$ cat src/rtl/mem_stream_pkg.sv
// Shared types and default widths for the sample-memory streaming engine.
package mem_stream_pkg;

    localparam int DATA_W_DEF = 16;
    localparam int ADDR_W_DEF = 16;

    typedef enum logic [1:0] {
        IDLE  = 2'd0,
        ISSUE = 2'd1,
        DRAIN = 2'd2,
        DONE  = 2'd3
    } state_t;

    typedef struct packed {
        logic                  valid;
        logic [ADDR_W_DEF-1:0] addr;
    } pipe_entry_t;

endpackage

$ cat src/rtl/mem_stream_engine_addr_delay_line.sv
// Shift register of {valid, write address} with a mode-selectable write tap.
module addr_delay_line #(
    parameter int ADDR_W   = 16,
    parameter int RD_LAT   = 1,
    parameter int PROC_LAT = 2
) (
    input  logic              clk,
    input  logic              rst_n,
    input  logic              in_valid,
    input  logic [ADDR_W-1:0] in_addr,
    input  logic              tap_sel,
    output logic              tap_valid,
    output logic [ADDR_W-1:0] tap_addr,
    output logic              mid_valid,
    output logic              any_valid
);

    localparam int DEPTH    = RD_LAT + PROC_LAT;
    localparam int TAP_FULL = DEPTH - 1;
    localparam int TAP_BYP  = RD_LAT - 1;

    logic [DEPTH-1:0]  valid_r;
    logic [ADDR_W-1:0] addr_r [DEPTH];

    // Stage 0 captures the read issued this cycle; later stages age by one.
    always_ff @(posedge clk or negedge rst_n) begin
        if (!rst_n) begin
            valid_r <= {DEPTH{1'b0}};
            for (int j = 0; j < DEPTH; j++) addr_r[j] <= {ADDR_W{1'b0}};
        end else begin
            valid_r[0] <= in_valid;
            addr_r[0]  <= in_addr;
            for (int j = 1; j < DEPTH; j++) begin
                valid_r[j] <= valid_r[j-1];
                addr_r[j]  <= addr_r[j-1];
            end
        end
    end

    // any_valid only looks upstream of the tap: once it drops, the entry now
    // at the tap is the last write of the transfer.
    always_comb begin
        any_valid = 1'b0;
        if (tap_sel) begin
            tap_valid = valid_r[TAP_BYP];
            tap_addr  = addr_r[TAP_BYP];
            for (int j = 0; j < TAP_BYP; j++) any_valid = any_valid | valid_r[j];
        end else begin
            tap_valid = valid_r[TAP_FULL];
            tap_addr  = addr_r[TAP_FULL];
            for (int j = 0; j < TAP_FULL; j++) any_valid = any_valid | valid_r[j];
        end
        mid_valid = valid_r[TAP_BYP];
    end

endmodule

$ cat src/rtl/mem_stream_engine.sv
// Read -> process -> write streaming engine with latency-matched write addressing,
// abortable issue phase and busy/done handshake.
module mem_stream_engine
    import mem_stream_pkg::*;
#(
    parameter int DATA_W   = DATA_W_DEF,
    parameter int ADDR_W   = ADDR_W_DEF,
    parameter int RD_LAT   = 1,
    parameter int PROC_LAT = 2
) (
    input  logic              clk,
    input  logic              rst_n,
    input  logic              start,
    input  logic              bypass,
    input  logic [ADDR_W-1:0] base_rd,
    input  logic [ADDR_W-1:0] base_wr,
    input  logic [ADDR_W-1:0] length,
    input  logic              abort,
    output logic              rd_en,
    output logic [ADDR_W-1:0] rd_addr,
    input  logic [DATA_W-1:0] rd_data,
    output logic [DATA_W-1:0] proc_in,
    output logic              proc_in_valid,
    input  logic [DATA_W-1:0] proc_out,
    output logic              wr_en,
    output logic [ADDR_W-1:0] wr_addr,
    output logic [DATA_W-1:0] wr_data,
    output logic              busy,
    output logic              done,
    output logic              aborted,
    output logic [ADDR_W-1:0] wr_count
);

    localparam logic [ADDR_W-1:0] ADDR_ONE  = ADDR_W'(1);
    localparam logic [ADDR_W-1:0] ADDR_ZERO = {ADDR_W{1'b0}};

    state_t            state_r, state_next_s;
    logic [ADDR_W-1:0] rd_addr_r, wr_ptr_r, remain_r, wr_count_r;
    logic              bypass_r, abort_flag_r;
    logic              accept_s, issue_s;
    logic              tap_valid_s, mid_valid_s, any_valid_s;
    logic [ADDR_W-1:0] tap_addr_s;

    // State register
    always_ff @(posedge clk or negedge rst_n) begin
        if (!rst_n) state_r <= IDLE;
        else        state_r <= state_next_s;
    end

    // Next-state and control decode; a read is suppressed in the abort cycle
    always_comb begin
        state_next_s = state_r;
        accept_s     = 1'b0;
        issue_s      = 1'b0;
        busy         = 1'b0;
        done         = 1'b0;
        case (state_r)
            IDLE: begin
                accept_s = start;
                if (start) state_next_s = (length == ADDR_ZERO) ? DRAIN : ISSUE;
                else       state_next_s = IDLE;
            end
            ISSUE: begin
                busy    = 1'b1;
                issue_s = !abort;
                if (abort || remain_r == ADDR_ONE) state_next_s = DRAIN;
                else                               state_next_s = ISSUE;
            end
            DRAIN: begin
                busy = 1'b1;
                if (any_valid_s) state_next_s = DRAIN;
                else             state_next_s = DONE;
            end
            DONE: begin
                done         = 1'b1;
                state_next_s = IDLE;
            end
            default: state_next_s = IDLE;
        endcase
    end

    // Transfer context: addresses, remaining count, mode and abort flag
    always_ff @(posedge clk or negedge rst_n) begin
        if (!rst_n) begin
            rd_addr_r    <= ADDR_ZERO;
            wr_ptr_r     <= ADDR_ZERO;
            remain_r     <= ADDR_ZERO;
            bypass_r     <= 1'b0;
            abort_flag_r <= 1'b0;
        end else if (accept_s) begin
            rd_addr_r    <= base_rd;
            wr_ptr_r     <= base_wr;
            remain_r     <= length;
            bypass_r     <= bypass;
            abort_flag_r <= 1'b0;
        end else if (issue_s) begin
            rd_addr_r <= rd_addr_r + ADDR_ONE;
            wr_ptr_r  <= wr_ptr_r + ADDR_ONE;
            remain_r  <= remain_r - ADDR_ONE;
        end else if (state_r == ISSUE) begin
            abort_flag_r <= 1'b1;
        end
    end

    // Write counter, cleared by each accepted start
    always_ff @(posedge clk or negedge rst_n) begin
        if (!rst_n)           wr_count_r <= ADDR_ZERO;
        else if (accept_s)    wr_count_r <= ADDR_ZERO;
        else if (tap_valid_s) wr_count_r <= wr_count_r + ADDR_ONE;
    end

    addr_delay_line #(
        .ADDR_W   (ADDR_W),
        .RD_LAT   (RD_LAT),
        .PROC_LAT (PROC_LAT)
    ) u_delay (
        .clk       (clk),
        .rst_n     (rst_n),
        .in_valid  (issue_s),
        .in_addr   (wr_ptr_r),
        .tap_sel   (bypass_r),
        .tap_valid (tap_valid_s),
        .tap_addr  (tap_addr_s),
        .mid_valid (mid_valid_s),
        .any_valid (any_valid_s)
    );

    assign rd_en         = issue_s;
    assign rd_addr       = rd_addr_r;
    assign proc_in       = rd_data;
    assign proc_in_valid = mid_valid_s;
    assign wr_en         = tap_valid_s;
    assign wr_addr       = tap_addr_s;
    assign wr_data       = tap_valid_s ? (bypass_r ? rd_data : proc_out) : {DATA_W{1'b0}};
    assign aborted       = done & abort_flag_r;
    assign wr_count      = wr_count_r;

endmodule

$ cat config.mk
export PLATFORM = sky130hd
export DESIGN_NAME = mem_stream_engine
export DESIGN_NICKNAME = d
export VERILOG_FILES = /design/src/rtl/mem_stream_pkg.sv /design/src/rtl/mem_stream_engine_addr_delay_line.sv /design/src/rtl/mem_stream_engine.sv
export SDC_FILE = /design/constraint.sdc
export NUM_CORES = 1
export LEC_CHECK = 0
export ABC_CLOCK_PERIOD_IN_PS = 5000
export BUFFER_PORTS_ARGS = -buffer_cell sky130_fd_sc_hd__buf_2
export CORE_AREA = 3 3 105 107
export CTS_CLUSTER_DIAMETER = 50
export DETAILED_ROUTE_END_ITERATION = 10
export DIE_AREA = 0 0 108 110
export PLACE_DENSITY_LB_ADDON = 0.05
export SYNTH_ARGS = -nofsm -noshare
export SYNTH_HDL_FRONTEND = slang
export SYNTH_SLANG_ARGS = --single-unit
$ cat constraint.sdc
create_clock -name clk -period 5 [get_ports clk]
set_clock_uncertainty 0.1 [all_clocks]
set_input_delay 0 -clock clk [delete_from_list [all_inputs] [get_ports clk]]
set_output_delay 0 -clock clk [all_outputs]
set_load 0.03 [all_outputs]
==> reports/summary.json, run 1 <==
{
  "run_status": {
    "outcome": "finished clean"
  },
  "clocking": {
    "cts_repair_resize_count": 0,
    "cts_tree": "yes",
    "total_cts_buffers": 17,
    "clock_tree.buffer_depth": 2,
    "cts.clk_slew.worst_paths_ps": 50,
    "post-cts-setup-buffer-count": 0,
    "clock_net_sink_count": 119,
    "clock_tree.root_cell": "clkbuf_8",
    "cts.hold.buffers_added": 54,
    "clock_tree.htree_level_count": 4,
    "clock_insertion_delay_worst_skew_ps": 510
  },
  "route": {
    "avgViaCountPerCell": 5.341,
    "iter_0_drt_violations": 205,
    "via_count": 4812,
    "drt-total-wl_mm": 13.75,
    "postRouteAntennaNets": 0,
    "drt_drc_violations_left": 0,
    "first_pass_iters": 5,
    "post_drt_wl_per_cell_um": 15.26
  },
  "setup_path": {
    "startpoint_type": "flip-flop",
    "r2r_end": "wr_ptr_r[0]$_DFFE_PN0P_",
    "arrival_ps": 2900,
    "critical_path_buf_inv_count": 2,
    "reg2reg_depth": 5,
    "worst_path_max_delay_cell": "and2_2",
    "worst-path-max-fanout": 67,
    "worstPathRequired_ps": 5290,
    "setup.worst_path.class": "flip-flop to flip-flop",
    "timing.rr.start": "state_r[0]$_DFF_PN0_",
    "cp_cell_sequence": "inv_1, ha_1, and2_2, o21ai_0, dlygate4sd3_1",
    "setup.reg_to_reg.worst_slack_ps": 2390,
    "slowest_delay_ps": 900,
    "critPathTopFamily": "simple AND/OR/NAND/NOR gates",
    "end_kind": "flip-flop"
  },
  "placement": {
    "port_buffers": 170,
    "dp_cells": 815,
    "routabilityCongestion": 0.8224,
    "place_hpwl_mm": 9.303
  },
  "synthesis": {
    "syn-num-nets": 639,
    "netlist_top_cells_area": "dfrtp_1, xnor2_1, nand2_1, o21ai_0, mux2i_1",
    "postSynthCellCount": 544,
    "synthMuxAreaShare_pct": 6.988,
    "syn_avg_cell_area_sq_um": 10.30,
    "synth-seq-cells": 119,
    "synth-compound-area-share_pct": 7.948,
    "synth.largest_area_cell": "dfrtp_1",
    "synth-adder-area-share_pct": 2.233,
    "post_synth_xor_area_fraction_pct": 6.564,
    "synth_seq_area_share_pct": 53.14,
    "yosys.cell_count.top_type": "dfrtp_1",
    "synth.distinct_cells": 43,
    "syn_area_sq_um": 5604,
    "ys_dominant_reg_cell": "dfrtp_1",
    "synth_top_family_by_area": "simple AND/OR/NAND/NOR gates",
    "synth.top_cell.area_share_pct": 53.14,
    "synth_enable_flop_cells": 0,
    "synth_simple_gate_area_share_pct": 18.46,
    "postSynth.asyncResetShare_pct": 100.0,
    "synth.yosys.warnings": 0,
    "synth.top_cells.by_count": "dfrtp_1, nand2_1, nor2_1"
  },
  "global_route": {
    "grt_pass1_vias": 4735,
    "maximum_number_of_pins_on_one_net_before_global_route_repair": 70,
    "grt_first_pass_wirelength_mm": 22.01,
    "overflow": 0,
    "groute.usage.overall_pct": 23.87,
    "grt_antenna_before_repair": 0
  },
  "floorplan": {
    "start_util_pct": 54.78,
    "floorplan.die_area_sq_um": 11880,
    "core_sq_um": 10230,
    "die_x_um": 108,
    "design.portCount": 171,
    "die_y_um": 110,
    "rows": 37
  },
  "pwr": {
    "leakage_uw": 0.003467,
    "power_density_nw_per_um2": 608.2,
    "post-layout-total-power_uw": 4611,
    "power.share.sequential_pct": 38.3,
    "comb_power_share_pct": 36.3,
    "peakVddDrop_mv": 0.3924,
    "p_int_uw": 2776,
    "netSwitchingPower_uw": 1834,
    "clock_power_share_pct": 25.4,
    "power.switching_fraction_pct": 39.78
  },
  "timing": {
    "rsz0062_at_grt": "false",
    "max_freq_mhz": 383.1,
    "slew_headroom_pct": 25.23,
    "period_minus_slack_ps": 2610,
    "tns_ps": 0,
    "report.final.slew_viol_count": 0,
    "post-route-period-util_pct": 52.20,
    "report.final.hold_viol_count": 0,
    "worst_slew_pin_slew_ps": 1122,
    "hold_ws_ps": 20.80,
    "setup_violations": 0
  },
  "layout": {
    "nFillCells": 738,
    "post_route_cells_drive_above_1_share_pct": 30.20,
    "nets": 847,
    "instances_no_fill": 901,
    "multi_input_area_sq_um": 2370,
    "insertedDiodeCount": 0,
    "ff_latch_area_sq_um": 2979,
    "flow.area_growth_from_synthesis_pct": 35.28
  },
  "worst_hold_path": {
    "timing.hold.worst.class": "input port to async pin"
  },
  "run": {
    "cap_violations": 0
  }
}
## how the worst max path moves through the flow
stage | slack (ps) | start | depth (start not counted) | end
2_1_floorplan | 2500 | state_r[1]$_DFF_PN0_ | 8 | rd_addr[14]$_DFFE_PN0P_
3_3_place_gp | 2580 | bypass_r$_DFFE_PN0P_ | 4 | wr_count[15]$_DFFE_PN0P_
3_5_place_dp | 2510 | state_r[0]$_DFF_PN0_ | 7 | rd_addr[14]$_DFFE_PN0P_
4_1_cts | 2370 | bypass_r$_DFFE_PN0P_ | 4 | wr_en
5_1_grt | 2200 | state_r[1]$_DFF_PN0_ | 5 | wr_ptr_r[0]$_DFFE_PN0P_
6_report | 2390 | state_r[0]$_DFF_PN0_ | 5 | wr_ptr_r[0]$_DFFE_PN0P_
## metal layers
| layer | track usage, % | wire, um | vias up | share of wire (%) |
|---|---|---|---|---|
| li1 | - | - | 2323 | - |
| met1 | 28.92 | 5693 | 2303 | 41 |
| met2 | 41.83 | 6975 | 180 | 51 |
| met3 | 6.872 | 1017 | 6 | 7.4 |
| met4 | 6.853 | 62 | 0 | 0.45 |
| met5 | 0 | 0 | - | 0 |
## kinds of logic after synthesis
group | Yosys count
AOI/OAI and AO/OA | 77
muxes | 37
DFF | 119
and+or+nand+nor | 206
buffers and inverters | 53
xor gates and xnor gates | 42
adders and majority gates | 10
## cell usage in the layout (no fill, tap or decap), drive strengths merged, types with 2 or more instances in the layout
cell type | synthesis | routed
clkinvlp | 0 | 2
nand4 | 16 | 16
o41ai | 3 | 3
buf | 21 | 174
dlygate4sd3 | 0 | 54
mux2 | 17 | 17
a31oi | 12 | 12
a21oi | 9 | 9
o21ai | 43 | 43
xnor2 | 28 | 28
nor4 | 17 | 17
nand3 | 13 | 13
nand4b | 7 | 7
mux2i | 20 | 20
or3 | 8 | 8
a31o | 2 | 2
nor2 | 50 | 50
nand2 | 62 | 62
or4 | 6 | 6
dfrtp | 119 | 119
and4b | 2 | 2
xor2 | 14 | 14
nor4b | 2 | 2
o31ai | 3 | 3
or4b | 2 | 2
inv | 14 | 14
bufinv | 0 | 2
clkinv | 0 | 4
and2 | 3 | 3
ha | 10 | 10
a41o | 2 | 2
or2 | 3 | 3
clkbuf | 18 | 24
nor3 | 9 | 9
## through the flow
| step | util [%] | instance area (sq um) | setup slack (ps) |
|---|---|---|---|
| after floorplan | - | 5604 | 2500 |
| after global placement | 63.09 | 6455 | 2575 |
| after detailed placement | 63.09 | 6455 | 2505 |
| after CTS | 74.10 | 7581 | 2371 |
| after global routing | 74.10 | 7581 | 2204 |
| final | 74.10 | 7581 | 2390 |
## layout make-up
class                           count  share of cell area (%)
Sequential cell                   119                   39.30
Clock inverter                      8                   1.254
Inverter                           14                  0.6932
Multi-Input combinational cell    372                   31.26
Timing Repair Buffer              228                   18.78
Clock buffer                       24                   6.470
Tap cell                          136                   2.245
## power groups by stage
stage | clock network [uW] | registers [uW] | logic, uW
6_report | 1170 | 1770 | 1670
5_1_grt | 1240 | 1820 | 1830
4_1_cts | 1200 | 1770 | 1680
3_5_place_dp | 0 | 1780 | 1630
3_3_place_gp | 0 | 1750 | 1600
2_1_floorplan | 0 | 1760 | 1130
## registers in the layout (all words and copies together) (netlist names), 2 cells and up
name             cells
rd_addr             16
remain_r            16
state_r              2
u_delay.addr_r      48
u_delay.valid_r      3
wr_count            16
wr_ptr_r            16
Note: power is estimated with default switching activity, not from simulation.
==> inputs of run 2 (changes only) <==
--- a/config.mk
+++ b/config.mk
@@ -5,12 +5,12 @@
 export SDC_FILE = /design/constraint.sdc
 export NUM_CORES = 1
 export LEC_CHECK = 0
-export ABC_CLOCK_PERIOD_IN_PS = 5000
+export ABC_CLOCK_PERIOD_IN_PS = 2700
 export BUFFER_PORTS_ARGS = -buffer_cell sky130_fd_sc_hd__buf_2
-export CORE_AREA = 3 3 105 107
+export CORE_AREA = 3 3 108 110
 export CTS_CLUSTER_DIAMETER = 50
 export DETAILED_ROUTE_END_ITERATION = 10
-export DIE_AREA = 0 0 108 110
+export DIE_AREA = 0 0 111 113
 export PLACE_DENSITY_LB_ADDON = 0.05
 export SYNTH_ARGS = -nofsm -noshare
 export SYNTH_HDL_FRONTEND = slang
==> constraint.sdc (replaced) <==
create_clock -name clk -period 2.7 [get_ports clk]
set_clock_uncertainty 0.1 [all_clocks]
set_input_delay 0 -clock clk [delete_from_list [all_inputs] [get_ports clk]]
set_output_delay 0 -clock clk [all_outputs]
set_load 0.03 [all_outputs]
==> run 2 against run 1 <==
Compared with the run above:
- non-clock buffer count increased by 9
- total power increased by 89%
- first-iteration DRC count increased by 13%
- sequential share of layout area decreased by 0.73 points
- sequential cell count unchanged
- design area increased by 1.9%
- clock power increased by 97%
- core utilization decreased by 2.5 points
- combinational power increased by 95%
- die area increased by 5.6%
- clock-buffer cell count decreased by 6
- register-to-register slack got worse by 2100 ps
- critical path type is now flip-flop to output pin
- highest routed layer unchanged
==> reports/summary.json, run 2 (synthesis results as in run 1) <==
{
  "run_status": {
    "outcome": "finished clean"
  },
  "setup_path": {
    "end_kind": "output pin",
    "setup.worst_path.class": "flip-flop to output pin",
    "worstPathRequired_ps": 2600,
    "setup.reg_to_reg.worst_slack_ps": 290,
    "startpoint_type": "flip-flop",
    "cp_cell_sequence": "inv_1, ha_1, buf_4, nor2b_1, buf_4, buf_2",
    "timing.critical_path.to": "rd_en",
    "startpoint": "state_r[1]$_DFF_PN0_",
    "worst_path_max_delay_cell": "nor2b_1",
    "critical_path.most_common_cell": "buf_4",
    "slowest_delay_ps": 520,
    "arrival_ps": 2400,
    "r2r_end": "remain_r[14]$_DFFE_PN0P_",
    "reg2reg_depth": 4,
    "worst-path-max-fanout": 9,
    "timing.rr.start": "remain_r[7]$_DFFE_PN0P_"
  },
  "route": {
    "iter_0_drt_violations": 232,
    "first_pass_iters": 4,
    "drt-total-wl_mm": 14.13,
    "post_drt_wl_per_cell_um": 15.46,
    "avgViaCountPerCell": 5.311,
    "drt_drc_violations_left": 0,
    "postRouteAntennaNets": 0,
    "via_count": 4854
  },
  "pwr": {
    "clock_power_share_pct": 26.4,
    "p_int_uw": 5204,
    "comb_power_share_pct": 37.4,
    "power.switching_fraction_pct": 40.36,
    "post-layout-total-power_uw": 8726,
    "netSwitchingPower_uw": 3522,
    "leakage_uw": 0.003536,
    "power_density_nw_per_um2": 1130,
    "power.share.sequential_pct": 36.2,
    "peakVddDrop_mv": 0.6269
  },
  "timing": {
    "setup_violations": 0,
    "report.final.hold_viol_count": 0,
    "worst_slew_pin_slew_ps": 719.6,
    "post-route-period-util_pct": 92.73,
    "rsz0062_at_grt": "false",
    "slew_headroom_pct": 51.58,
    "final.setup.worst_slack_ps": 196.3,
    "report.final.slew_viol_count": 0,
    "tns_ps": 0,
    "period_minus_slack_ps": 2504,
    "max_freq_mhz": 399.4
  },
  "floorplan": {
    "floorplan.die_area_sq_um": 12540,
    "die_y_um": 113,
    "start_util_pct": 51.92,
    "die_x_um": 111,
    "rows": 38,
    "core_sq_um": 10790,
    "design.portCount": 171
  },
  "clocking": {
    "cts.clk_slew.worst_paths_ps": 60,
    "post-cts-setup-buffer-count": 0,
    "clock_tree.buffer_depth": 2,
    "clock_tree.htree_level_count": 4,
    "cts_repair_resize_count": 0,
    "clock_tree.root_cell": "clkbuf_8",
    "clock_net_sink_count": 119,
    "clock_insertion_delay_worst_skew_ps": 520,
    "total_cts_buffers": 17,
    "cts_tree": "yes"
  },
  "global_route": {
    "grt_antenna_before_repair": 0,
    "maximum_number_of_pins_on_one_net_before_global_route_repair": 51,
    "grt_first_pass_wirelength_mm": 23.79,
    "grt_pass1_vias": 4948,
    "overflow": 0,
    "groute.usage.overall_pct": 23.53
  },
  "placement": {
    "port_buffers": 170,
    "setup_ws_pre_cts_ps": 282.8,
    "dp_cells": 828,
    "place_hpwl_mm": 9.693,
    "routabilityCongestion": 0.8722
  },
  "layout": {
    "nets": 856,
    "layout_common_cells": "buf_2, dfrtp_1, nand2_1",
    "flow.area_growth_from_synthesis_pct": 37.84,
    "largest_register_ffs": 48,
    "insertedDiodeCount": 0,
    "instances_no_fill": 914,
    "nFillCells": 798,
    "mostFrequentLayoutCell": "buf_2",
    "post_route_cells_drive_above_1_share_pct": 31.40,
    "largest_register": "u_delay.addr_r"
  },
  "worst_hold_path": {
    "timing.hold.worst.class": "input port to flip-flop"
  },
  "run": {
    "cap_violations": 0
  }
}
## run 2: worst min-delay path by stage
| stage | startpoint | end | slack (ps) | cells after the start |
|---|---|---|---|---|
| floorplan | rst_n | abort_flag_r$_DFFE_PN0P_ | -400 | 0 |
| global placement | rst_n | u_delay.addr_r[12]$_DFF_PN0_ | -30 | 1 |
| detailed placement | rst_n | u_delay.addr_r[12]$_DFF_PN0_ | -30 | 1 |
| CTS | base_rd[7] | rd_addr[7]$_DFFE_PN0P_ | 110 | 4 |
| global route | base_rd[12] | rd_addr[12]$_DFFE_PN0P_ | 150 | 4 |
| finish | base_rd[11] | rd_addr[11]$_DFFE_PN0P_ | 120 | 4 |
## run 2: stage by stage
step	util, %	hold slack (ps)	area [sq um]
2_1_floorplan	-	-395.6	5604
3_3_place_gp	60.71	-30.57	6553
3_5_place_dp	60.71	-29.06	6553
4_1_cts	71.57	106.8	7725
5_1_grt	71.57	145.8	7725
6_report	71.57	121.4	7725
## run 2: worst max-delay path, delay by kind of cell (launching register included)
kind	cells	cell delay, ps
and+or+nand+nor	1	520
DFF	1	400
adders and majority gates	1	210
buffers and inverters	4	760
## run 2: area by class of cell
type / count / area, sq um / area share [%]
Timing Repair Buffer: 237 / 1534 / 19.86
Inverter: 14 / 52.55 / 0.6803
Multi-Input combinational cell: 372 / 2370 / 30.68
Sequential cell: 119 / 2979 / 38.56
Clock buffer: 18 / 427.9 / 5.539
Clock inverter: 14 / 186.4 / 2.413
Tap cell: 140 / 175.2 / 2.268
## run 2: power groups by stage
stage | clock network, uW | registers (uW) | logic [uW]
global placement | 0 | 3140 | 3130
global route | 2430 | 3270 | 3570
CTS | 2340 | 3160 | 3280
floorplan | 0 | 3250 | 2100
finish | 2300 | 3160 | 3260
detailed placement | 0 | 3170 | 3190
## run 2: metal layers
metal	routed length (um)	track usage (%)
met5	0	0
met4	178	7.307
met2	7104	40.86
met3	931	6.738
met1	5916	28.58
## run 2: what timing repair did
item | in CTS | in global routing
endpoints found under the setup margin | 0 | 0
hold buffers | 54 | 0
endpoints found under the hold margin | 171 | 0
==> inputs of run 3 (changes only) <==
--- a/config.mk
+++ b/config.mk
@@ -11,6 +11,7 @@
 export CTS_CLUSTER_DIAMETER = 50
 export DETAILED_ROUTE_END_ITERATION = 10
 export DIE_AREA = 0 0 111 113
+export GPL_TIMING_DRIVEN = 0
 export PLACE_DENSITY_LB_ADDON = 0.05
 export SYNTH_ARGS = -nofsm -noshare
 export SYNTH_HDL_FRONTEND = slang
==> run 3 against run 2 <==
Compared with the run above:
- critical path depth increased by 1
- combinational power increased by 3%
- hold slack improved by 5.5 ps
- first-iteration DRC count decreased by 8.2%
- routed wire length increased by 6.9%
- setup slack got worse by 94 ps
- sequential power about the same
- total power increased by 1.4%
- largest cell class unchanged
- largest power group unchanged
==> reports/summary.json, run 3 (synthesis results as in run 1) <==
{
  "floorplan": {
    "design.portCount": 171,
    "core_sq_um": 10790,
    "rows": 38,
    "die_x_um": 111,
    "die_y_um": 113,
    "start_util_pct": 51.92,
    "floorplan.die_area_sq_um": 12540
  },
  "route": {
    "avgViaCountPerCell": 5.262,
    "post_drt_wl_per_cell_um": 16.03,
    "first_pass_iters": 5,
    "iter_0_drt_violations": 213,
    "via_count": 4957,
    "drt-total-wl_mm": 15.10,
    "drt_drc_violations_left": 0,
    "postRouteAntennaNets": 0
  },
  "setup_path": {
    "worstPathRequired_ps": 3050,
    "end_kind": "flip-flop",
    "worst-path-max-fanout": 10,
    "reg2reg_depth": 7,
    "startpoint_type": "flip-flop",
    "setup.worst_path.class": "flip-flop to flip-flop",
    "arrival_ps": 2950
  },
  "placement": {
    "port_buffers": 170,
    "routabilityCongestion": 0.9286,
    "dp_cells": 855,
    "place_hpwl_mm": 10.39
  },
  "timing": {
    "slew_headroom_pct": 35.86,
    "report.final.slew_viol_count": 0,
    "report.final.hold_viol_count": 0,
    "setup_violations": 0,
    "hold_ws_ps": 126.9,
    "period_minus_slack_ps": 2598,
    "post-route-period-util_pct": 96.23,
    "max_freq_mhz": 384.9,
    "worst_slew_pin_slew_ps": 953.3,
    "rsz0062_at_grt": "false"
  },
  "clocking": {
    "cts.clk_slew.worst_paths_ps": 60,
    "cts_tree": "yes",
    "clock_tree.htree_level_count": 4,
    "clock_tree.root_cell": "clkbuf_8",
    "total_cts_buffers": 17,
    "clock_insertion_delay_worst_skew_ps": 520,
    "clock_net_sink_count": 119,
    "clock_tree.buffer_depth": 2
  },
  "global_route": {
    "grt_first_pass_wirelength_mm": 24.76,
    "overflow": 0,
    "grt_pass1_vias": 5111,
    "groute.usage.overall_pct": 24.66,
    "grt_antenna_before_repair": 0,
    "maximum_number_of_pins_on_one_net_before_global_route_repair": 79
  },
  "layout": {
    "largest_register": "u_delay.addr_r",
    "post_route_cells_drive_above_1_share_pct": 31.67,
    "flow.area_growth_from_synthesis_pct": 40.50,
    "layout_common_cells": "buf_2, dfrtp_1, nand2_1",
    "insertedDiodeCount": 0,
    "largest_register_ffs": 48,
    "instances_no_fill": 942,
    "nets": 885,
    "mostFrequentLayoutCell": "buf_2"
  },
  "worst_hold_path": {
    "timing.hold.worst.class": "input port to flip-flop",
    "whs_path_depth": 4
  },
  "run_status": {
    "outcome": "finished clean"
  },
  "pwr": {
    "leakage_uw": 0.003615,
    "power_density_nw_per_um2": 1124,
    "peakVddDrop_mv": 0.6094
  },
  "run": {
    "cap_violations": 0
  }
}
==> run 3: cell count changes in the layout (fill, tap and decap cells not counted), sizes merged <==
cell	before	now
buf	184	193
bufinv	3	4
clkbuf	18	35
clkinv	3	5
dlygate4sd3	53	54
dlymetal6s4s	0	1
inv	20	17
==> run 3: final cells by class <==
class | count | area, sq um
multi-input cells | 372 | 2384
clock buffers | 17 | 414.1
well taps | 140 | 175.2
flip-flops and latches | 119 | 2978
fillers | 783 | 2919
inverters | 14 | 52.55
clock inverters | 14 | 197.7
plain buffers | 39 | 215.2
repair buffers | 227 | 1458
==> run 3: stage by stage <==
step | cell area (sq um) | worst slack [ps] | setup TNS, ps | utilization [%] | total power (uW)
6_report | 7874 | 101.8 | 0 | 72.95 | 8852
5_1_grt | 7874 | 13.92 | 0 | 72.95 | 9380
4_1_cts | 7856 | 33.15 | 0 | 72.79 | 8882
3_5_place_dp | 6664 | -229.9 | -524.6 | 61.74 | 6400
3_3_place_gp | 6630 | -209.9 | -391.3 | 61.43 | 6314
2_1_floorplan | 5604 | 200.4 | 0 | - | 5350
==> run 3: path summary, 6_finish.rpt <==
path | end | from | slack [ps]
worst max-delay path | remain_r[3]$_DFFE_PN0P_ | state_r[0]$_DFF_PN0_ | 100
worst min-delay path | rd_addr[10]$_DFFE_PN0P_ | base_rd[10] | 130
worst max register to register | remain_r[3]$_DFFE_PN0P_ | state_r[0]$_DFF_PN0_ | 100
worst min register to register | u_delay.addr_r[0]$_DFF_PN0_ | u_delay.addr_r[16]$_DFF_PN0_ | 250
max in group asynchronous | rd_addr[14]$_DFFE_PN0P_ | rst_n | 1680
min in group asynchronous | u_delay.addr_r[26]$_DFF_PN0_ | rst_n | 470
==> run 3: layer usage <==
layer	track usage [%]	wire (um)	part of all wire, %	up-vias
met5	0	0	0	-
met4	6.486	120	0.79	0
met3	7.861	1015	6.7	12
met2	42.88	7611	50	176
met1	29.88	6355	42	2375
li1	-	-	-	2394
==> run 3: what timing repair did <==
action / in CTS / in global routing
setup endpoints to repair: 18 / 12
hold endpoints to repair: 171 / 0
resized for setup: 5 / 9
hold buffers: 56 / 0
setup buffers: 0 / 0
==> run 3: worst max-delay path, cell delays in order (launching register included) <==
cell	delay, ps
dfrtp_1	400
inv_1	100
ha_1	210
nand2_1	380
clkbuf_1	500
nor2_1	120
a31oi_1	150
dlygate4sd3_1	570
==> run 3: power breakdown <==
| group | internal, uW | leakage (uW) | total (uW) | switching [uW] |
|---|---|---|---|---|
| clock network | 1500 | 0.000295 | 2320 | 819 |
| registers | 2530 | 0.00146 | 3160 | 631 |
| logic | 1240 | 0.00186 | 3370 | 2130 |
| total | 5270 | 0.00361 | 8850 | 3580 |
